## config.mk

```make
export PLATFORM = sky130hd
export DESIGN_NAME = exu_mdu_flat
export DESIGN_NICKNAME = d
export VERILOG_FILES = /design/src/rtl/exu_mdu_if.sv /design/src/rtl/exu_mdu.sv /design/src/flat_wrapper.sv
export SDC_FILE = /design/constraint.sdc
export NUM_CORES = 1
export LEC_CHECK = 0
export ABC_AREA = 0
export BUFFER_PORTS_ARGS = -buffer_cell sky130_fd_sc_hd__clkbuf_2
export CAP_MARGIN = 0
export CORE_MARGIN = 2
export CORE_UTILIZATION = 55
export CTS_BUF_LIST = sky130_fd_sc_hd__clkbuf_4 sky130_fd_sc_hd__clkbuf_8
export DETAILED_ROUTE_END_ITERATION = 8
export PLACE_DENSITY_LB_ADDON = 0.3
export SLEW_MARGIN = 30
export SYNTH_ARGS = -nofsm -noshare
export SYNTH_HDL_FRONTEND = slang
export SYNTH_SLANG_ARGS = --single-unit
```

## constraint.sdc

```tcl
create_clock -name clk -period 5 [get_ports clk]
set_input_delay 1 -clock clk [delete_from_list [all_inputs] [get_ports clk]]
set_output_delay 1 -clock clk [all_outputs]
set_load 0.02 [all_outputs]
```

## src/rtl/exu_mdu_if.sv

```systemverilog
// Request/writeback bundle between EXU issue logic and the iterative mul/div unit.
// The master side issues ops and may flush; the slave side is the unit itself.
interface exu_mdu_if #(
  parameter int XLEN = 32
);
  logic            in_valid;
  logic            in_ready;
  logic [2:0]      in_op;
  logic [XLEN-1:0] in_rs1;
  logic [XLEN-1:0] in_rs2;
  logic [4:0]      in_rd_addr;
  logic [XLEN-1:0] in_tag;
  logic            flush;
  logic            busy;
  logic            out_valid;
  logic [XLEN-1:0] out_data;
  logic [4:0]      out_rd_addr;
  logic            out_rd_wr_en;
  logic [XLEN-1:0] out_tag;

  modport master (
    output in_valid, in_op, in_rs1, in_rs2, in_rd_addr, in_tag, flush,
    input  in_ready, busy, out_valid, out_data, out_rd_addr, out_rd_wr_en, out_tag
  );

  modport slave (
    input  in_valid, in_op, in_rs1, in_rs2, in_rd_addr, in_tag, flush,
    output in_ready, busy, out_valid, out_data, out_rd_addr, out_rd_wr_en, out_tag
  );
endinterface

```

## src/rtl/exu_mdu.sv

```systemverilog
// Iterative RV M-extension unit: radix-2^MUL_BPC shift-add multiplier and restoring
// divider on operand magnitudes, sign fix-up at the end, one-cycle writeback pulse.
//
// state | meaning
// IDLE  | ready for a new op
// CALC  | iterating multiply or divide steps, cnt_q counts down to 0
// FIXUP | apply result sign, select half, register writeback bundle
// DONE  | out_valid high for this single cycle
module exu_mdu #(
  parameter int XLEN    = 32,
  parameter int MUL_BPC = 2
) (
  input logic      clk,
  input logic      rst,
  exu_mdu_if.slave mdu
);

  localparam int CW = $clog2(XLEN) + 1;
  localparam int PW = XLEN + MUL_BPC;
  localparam logic [CW-1:0]   MUL_CNT = CW'(XLEN / MUL_BPC - 1);
  localparam logic [CW-1:0]   DIV_CNT = CW'(XLEN - 1);
  localparam logic [XLEN-1:0] MIN_NEG = {1'b1, {(XLEN-1){1'b0}}};
  localparam logic [2:0] OP_MUL    = 3'd0;
  localparam logic [2:0] OP_MULH   = 3'd1;
  localparam logic [2:0] OP_MULHSU = 3'd2;

  typedef enum logic [1:0] {S_IDLE, S_CALC, S_FIXUP, S_DONE} state_t;

  state_t          state_q;
  logic [2:0]      op_q;
  logic [XLEN-1:0] hi_q, lo_q, opb_q, tag_q;
  logic [4:0]      rd_q;
  logic [CW-1:0]   cnt_q;
  logic            neg_q, fast_q;
  logic            in_ready_q, busy_q, out_valid_q, out_wr_en_q;
  logic [XLEN-1:0] out_data_q, out_tag_q;
  logic [4:0]      out_rd_q;

  logic            accept, in_div, a_sgn, b_sgn, a_neg, b_neg;
  logic            div_zero, div_ovf, res_neg;
  logic [XLEN-1:0] a_mag, b_mag, fast_res;

  assign accept = mdu.in_valid & in_ready_q & ~mdu.flush;

  always_comb begin
    in_div   = mdu.in_op[2];
    a_sgn    = in_div ? ~mdu.in_op[0] : (mdu.in_op == OP_MULH || mdu.in_op == OP_MULHSU);
    b_sgn    = in_div ? ~mdu.in_op[0] : (mdu.in_op == OP_MULH);
    a_neg    = a_sgn & mdu.in_rs1[XLEN-1];
    b_neg    = b_sgn & mdu.in_rs2[XLEN-1];
    a_mag    = a_neg ? -mdu.in_rs1 : mdu.in_rs1;
    b_mag    = b_neg ? -mdu.in_rs2 : mdu.in_rs2;
    div_zero = in_div & (mdu.in_rs2 == '0);
    div_ovf  = in_div & a_sgn & (mdu.in_rs1 == MIN_NEG) & (mdu.in_rs2 == '1);
    // remainder follows the dividend sign; everything else follows sign mismatch
    res_neg  = (in_div & mdu.in_op[1]) ? a_neg : (a_neg ^ b_neg);
    fast_res = '0;
    if (div_zero)     fast_res = mdu.in_op[1] ? mdu.in_rs1 : '1;
    else if (div_ovf) fast_res = mdu.in_op[1] ? '0 : mdu.in_rs1;
  end

  logic [PW-1:0]     partial, msum;
  logic [XLEN:0]     dshift, ddiff;
  logic [2*XLEN-1:0] prod, prod_fix;
  logic [XLEN-1:0]   div_raw, result;

  always_comb begin
    partial  = PW'(opb_q) * PW'(lo_q[MUL_BPC-1:0]);
    msum     = {{MUL_BPC{1'b0}}, hi_q} + partial;
    dshift   = {hi_q, lo_q[XLEN-1]};
    ddiff    = dshift - {1'b0, opb_q};
    prod     = {hi_q, lo_q};
    prod_fix = neg_q ? -prod : prod;
    div_raw  = op_q[1] ? hi_q : lo_q;
    if (fast_q)               result = lo_q;
    else if (op_q[2])         result = neg_q ? -div_raw : div_raw;
    else if (op_q == OP_MUL)  result = prod_fix[XLEN-1:0];
    else                      result = prod_fix[2*XLEN-1:XLEN];
  end

  always_ff @(posedge clk) begin
    if (rst) begin
      state_q     <= S_IDLE;
      op_q        <= '0;
      hi_q        <= '0;
      lo_q        <= '0;
      opb_q       <= '0;
      tag_q       <= '0;
      rd_q        <= '0;
      cnt_q       <= '0;
      neg_q       <= 1'b0;
      fast_q      <= 1'b0;
      in_ready_q  <= 1'b0;
      busy_q      <= 1'b0;
      out_valid_q <= 1'b0;
      out_wr_en_q <= 1'b0;
      out_data_q  <= '0;
      out_tag_q   <= '0;
      out_rd_q    <= '0;
    end else if (mdu.flush) begin
      // writeback registers keep the last completed result
      state_q     <= S_IDLE;
      in_ready_q  <= 1'b1;
      busy_q      <= 1'b0;
      out_valid_q <= 1'b0;
      out_wr_en_q <= 1'b0;
    end else begin
      case (state_q)
        S_IDLE: begin
          in_ready_q <= 1'b1;
          if (accept) begin
            op_q       <= mdu.in_op;
            rd_q       <= mdu.in_rd_addr;
            tag_q      <= mdu.in_tag;
            neg_q      <= res_neg;
            fast_q     <= div_zero | div_ovf;
            hi_q       <= '0;
            lo_q       <= (div_zero | div_ovf) ? fast_res : (in_div ? a_mag : b_mag);
            opb_q      <= in_div ? b_mag : a_mag;
            cnt_q      <= in_div ? DIV_CNT : MUL_CNT;
            in_ready_q <= 1'b0;
            busy_q     <= 1'b1;
            state_q    <= (div_zero | div_ovf) ? S_FIXUP : S_CALC;
          end
        end
        S_CALC: begin
          if (op_q[2]) begin
            hi_q <= ddiff[XLEN] ? dshift[XLEN-1:0] : ddiff[XLEN-1:0];
            lo_q <= {lo_q[XLEN-2:0], ~ddiff[XLEN]};
          end else begin
            hi_q <= msum[PW-1:MUL_BPC];
            lo_q <= {msum[MUL_BPC-1:0], lo_q[XLEN-1:MUL_BPC]};
          end
          if (cnt_q == '0) state_q <= S_FIXUP;
          else             cnt_q   <= cnt_q - CW'(1);
        end
        S_FIXUP: begin
          out_data_q  <= result;
          out_rd_q    <= rd_q;
          out_tag_q   <= tag_q;
          out_wr_en_q <= (rd_q != 5'd0);
          out_valid_q <= 1'b1;
          state_q     <= S_DONE;
        end
        S_DONE: begin
          out_valid_q <= 1'b0;
          out_wr_en_q <= 1'b0;
          in_ready_q  <= 1'b1;
          busy_q      <= 1'b0;
          state_q     <= S_IDLE;
        end
        default: state_q <= S_IDLE;
      endcase
    end
  end

  assign mdu.in_ready     = in_ready_q;
  assign mdu.busy         = busy_q;
  assign mdu.out_valid    = out_valid_q;
  assign mdu.out_data     = out_data_q;
  assign mdu.out_rd_addr  = out_rd_q;
  assign mdu.out_rd_wr_en = out_wr_en_q;
  assign mdu.out_tag      = out_tag_q;

endmodule

```

## src/flat_wrapper.sv

```systemverilog
// flat-port wrapper written by rule: the top's interface ports become plain ports
module exu_mdu_flat 
#(
  parameter int XLEN    = 32,
  parameter int MUL_BPC = 2
)
  (clk, rst, mdu_in_valid, mdu_in_op, mdu_in_rs1, mdu_in_rs2, mdu_in_rd_addr, mdu_in_tag, mdu_flush, mdu_in_ready, mdu_busy, mdu_out_valid, mdu_out_data, mdu_out_rd_addr, mdu_out_rd_wr_en, mdu_out_tag);
  exu_mdu_if #(.XLEN(XLEN)) mdu_i ();
  input logic clk;
  input logic rst;
  input wire logic [$bits(mdu_i.in_valid)-1:0] mdu_in_valid;
  input wire logic [$bits(mdu_i.in_op)-1:0] mdu_in_op;
  input wire logic [$bits(mdu_i.in_rs1)-1:0] mdu_in_rs1;
  input wire logic [$bits(mdu_i.in_rs2)-1:0] mdu_in_rs2;
  input wire logic [$bits(mdu_i.in_rd_addr)-1:0] mdu_in_rd_addr;
  input wire logic [$bits(mdu_i.in_tag)-1:0] mdu_in_tag;
  input wire logic [$bits(mdu_i.flush)-1:0] mdu_flush;
  output wire logic [$bits(mdu_i.in_ready)-1:0] mdu_in_ready;
  output wire logic [$bits(mdu_i.busy)-1:0] mdu_busy;
  output wire logic [$bits(mdu_i.out_valid)-1:0] mdu_out_valid;
  output wire logic [$bits(mdu_i.out_data)-1:0] mdu_out_data;
  output wire logic [$bits(mdu_i.out_rd_addr)-1:0] mdu_out_rd_addr;
  output wire logic [$bits(mdu_i.out_rd_wr_en)-1:0] mdu_out_rd_wr_en;
  output wire logic [$bits(mdu_i.out_tag)-1:0] mdu_out_tag;
  assign mdu_i.in_valid = mdu_in_valid;
  assign mdu_i.in_op = mdu_in_op;
  assign mdu_i.in_rs1 = mdu_in_rs1;
  assign mdu_i.in_rs2 = mdu_in_rs2;
  assign mdu_i.in_rd_addr = mdu_in_rd_addr;
  assign mdu_i.in_tag = mdu_in_tag;
  assign mdu_i.flush = mdu_flush;
  assign mdu_in_ready = mdu_i.in_ready;
  assign mdu_busy = mdu_i.busy;
  assign mdu_out_valid = mdu_i.out_valid;
  assign mdu_out_data = mdu_i.out_data;
  assign mdu_out_rd_addr = mdu_i.out_rd_addr;
  assign mdu_out_rd_wr_en = mdu_i.out_rd_wr_en;
  assign mdu_out_tag = mdu_i.out_tag;
  exu_mdu #(.XLEN(XLEN), .MUL_BPC(MUL_BPC)) u_core (.clk(clk), .rst(rst), .mdu(mdu_i));
endmodule
```

==> out/metrics.yaml <==
synth_area_um2: 19450
seq_area_um2: 4393
end_kind: "register"
netlist.area_leader.share: 0.2254
p_per_area_nw_per_um2: 242.2
min-delay-start: "u_core.tag_q[29]$_SDFFE_PP0P_"
reg2reg_to: "u_core.hi_q[27]$_SDFFE_PP0P_"
wl_met3_um: 7132
grt_max_degree: 171
ff2ff_path_depth: 15
crit_fanout: 14
arrival_ns: 5.19
std_cell_rows: 68
routed_wl_um: 74010
overflow: 0
fillCellCount: 3282
clockBufferDepth: 3
die_area_um2: 36880
die_w_um: 192.0
rsz0062_at_grt: "false"
ys_ff_latch: 219
hold_end: "u_core.mdu.out_tag[29]$_SDFFE_PP0P_"
cts_resized: 0
maxCapViolCount: 0
cts.sink_count: 219
power_mw: 5.253
synth_nets: 2975
hold_violations: 0
ys_warn_count: 0
area_growth_syn_to_layout_pct: 11.54
hold_class: "register to register"
coreArea_um2: 34710
multi_input_area_um2: 13670
initial_utilization: 0.5602
clkTransAtPathRegs_ns: 0.06
worst_pin_slew_ns: 0.9553
cts_hold_repair.buffers: 0
wl_met2_um: 32900
ys.flop_type: "dfxtp_1"
p_leak_nw: 8.778
post-route-drc-count: 0
relSlewSlack: 0.3632
grtUsageTotal: 0.3949
wl_met1_um: 30350
fin_nets: 3058
avgSynthCellArea_um2: 7.051
yosys-top-cells-area: "dfxtp_1 (23%), nand2_1 (8.8%), a21oi_1 (7.4%), mux2i_1 (5.0%), ha_1 (4.9%)"
gp_congestion: 1.023
port_buffers: 180
via_per_inst: 6.487
critPathRequiredTime_ns: 5.49
slew_violations: 0
finalCritPeriodShare: 0.9400
cts-htree-levels: 2
drive_above_1_share: 0.1309
setup_viol: 0
vias: 21590
synth_cell_types: 72
ios: 181
crit_type: "register to register"
status: "complete, no violations"
cts_tree: "yes"
syn_inst: 2758
synth_seq_area_share: 0.2254
r2r_slack_ns: 0.30
dieHeight_um: 192.0
synth_edf_count: 0
mostFrequentLayoutCells: "nand2_1 (456), a21oi_1 (288), dfxtp_1 (216)"
cts_made_buffers: 40
synth_top_cell_by_area: "dfxtp_1"
synthArstFlopShare: 0
crit_start: "u_core.lo_q[1]$_SDFFE_PP0P_"
antenna_found_initial: 1
fmax_mhz: 212.8
ant_nets: 0
finalCriticalPeriod_ns: 4.700
final_common_cell: "nand2_1"
drt_pass1_iterations: 6
avgRoutedWirePerCell_um: 22.23
whs_path_depth: 2
drt-initial-drc-count: 2499
insertion_delay_ns: 0.61
grt_pass1_wl_um: 113600
routed.top_layer: "met5"
hpwl_um: 55880
skew_ns: 0.02089
post_cts_buffers: 0
root_buffer: "clkbuf_8"
reg2reg_from: "u_core.lo_q[1]$_SDFFE_PP0P_"
grt_pass1_vias: 19940
tns_ns: 0
start_kind: "register"
ir_drop_uv: 231.0
-- cells in the mapped netlist, types with 8 or more instances --
| cell | count |
|---|---|
| a21o_1 | 38 |
| nor4_1 | 25 |
| fa_1 | 33 |
| or4_1 | 19 |
| xnor2_1 | 87 |
| o31ai_1 | 36 |
| o41ai_1 | 13 |
| nand3b_1 | 9 |
| a31oi_1 | 33 |
| o21bai_1 | 11 |
| dfxtp_1 | 219 |
| and2_1 | 10 |
| mux2i_1 | 98 |
| clkbuf_1 | 189 |
| a221oi_1 | 26 |
| ha_1 | 76 |
| a22oi_1 | 17 |
| o22ai_1 | 11 |
| a211oi_1 | 57 |
| or2_2 | 9 |
| o211ai_1 | 49 |
| nand2_1 | 457 |
| nor2_1 | 168 |
| inv_1 | 161 |
| o21a_1 | 8 |
| nand3_1 | 48 |
| nor2b_1 | 17 |
| and3_1 | 14 |
| xor2_1 | 76 |
| or3_1 | 19 |
| o221ai_1 | 13 |
| a311oi_1 | 11 |
| a21oi_1 | 288 |
| nand4_1 | 22 |
| nor3b_1 | 8 |
| buf_1 | 27 |
| nand2b_1 | 16 |
| o21ai_0 | 161 |
| nor3_1 | 91 |
-- per-layer routing --
layer | up-vias | GRT usage
met5 | - | 0
met4 | 2 | 0.1876
met3 | 214 | 0.07309
met2 | 1217 | 0.6201
met1 | 10180 | 0.5230
li1 | 9978 | -
-- state kept, by name, summed over array words and instances (netlist names) --
register and cells:
u_core.hi_q 32, u_core.lo_q 32, u_core.mdu.out_data 32, u_core.mdu.out_tag 32, u_core.opb_q 32, u_core.tag_q 32, u_core.cnt_q 6, u_core.mdu.out_rd_addr 5
u_core.rd_q 5, u_core.op_q 3, u_core.state_q 2, u_core.fast_q 1, u_core.mdu.busy 1, u_core.mdu.in_ready 1, u_core.mdu.out_rd_wr_en 1, u_core.mdu.out_valid 1
u_core.neg_q 1
-- critical path: stages, from the launching register on --
cell       delay [ns]
dfxtp_1          0.47
and2_1           0.25
fa_1             0.52
ha_1             0.20
inv_1            0.07
fa_1             0.40
nand2b_1         0.19
a21o_1           0.18
a21oi_1          0.24
o2111ai_1        0.26
a211oi_1         0.53
nor4_1           0.14
o31ai_1          0.39
a21oi_1          0.24
xnor2_1          0.17
a221o_1          0.32
-- how the worst max path moves through the flow --
stage | to | depth (start not counted) | slack [ns]
2_1_floorplan | u_core.mdu.out_data[24]$_SDFFE_PP0P_ | 17 | 0.24
3_3_place_gp | u_core.hi_q[27]$_SDFFE_PP0P_ | 15 | 0.58
3_5_place_dp | u_core.hi_q[27]$_SDFFE_PP0P_ | 15 | 0.44
4_1_cts | u_core.hi_q[27]$_SDFFE_PP0P_ | 15 | 0.42
5_1_grt | u_core.hi_q[27]$_SDFFE_PP0P_ | 15 | 0.02
6_report | u_core.hi_q[27]$_SDFFE_PP0P_ | 15 | 0.30
-- per-stage QoR --
stage / cells / instance area, um^2 / util / setup slack [ns] / hold WS [ns]
2_1_floorplan: 2758 / 19450 / - / 0.2438 / 0.4321
3_5_place_dp: 3254 / 20760 / 0.5980 / 0.4350 / 0.4421
6_report: 3329 / 21690 / 0.6249 / 0.3002 / 0.4509
3_3_place_gp: 3254 / 20750 / 0.5979 / 0.5769 / 0.4357
4_1_cts: 3328 / 21680 / 0.6245 / 0.4159 / 0.4502
5_1_grt: 3328 / 21690 / 0.6248 / 0.01964 / 0.4634
-- layout make-up --
| type | count | area share |
|---|---|---|
| Multi-Input combinational cell | 2158 | 0.6304 |
| Tap cell | 455 | 0.02624 |
| Inverter | 161 | 0.02786 |
| Timing Repair Buffer | 261 | 0.07043 |
| Antenna cell | 1 | 0.0001154 |
| Sequential cell | 219 | 0.2025 |
| Clock inverter | 8 | 0.006633 |
| Clock buffer | 66 | 0.03582 |
-- power breakdown --
group / total [mW] / internal, mW / switching (mW)
Combinational: 1.41 / 0.516 / 0.897
Sequential: 1.86 / 1.79 / 0.0666
Clock: 1.98 / 1.15 / 0.829
Total: 5.25 / 3.46 / 1.79
-- cell families after synthesis --
logic type / share of synthesized area
AOI/OAI and AO/OA: 0.2721
muxes: 0.05391
buffers and inverters: 0.07380
and+or+nand+nor: 0.2185
DFF: 0.2254
xor gates and xnor gates: 0.07341
adders and majority gates: 0.08287
Power figures use the tool's default switching activity.
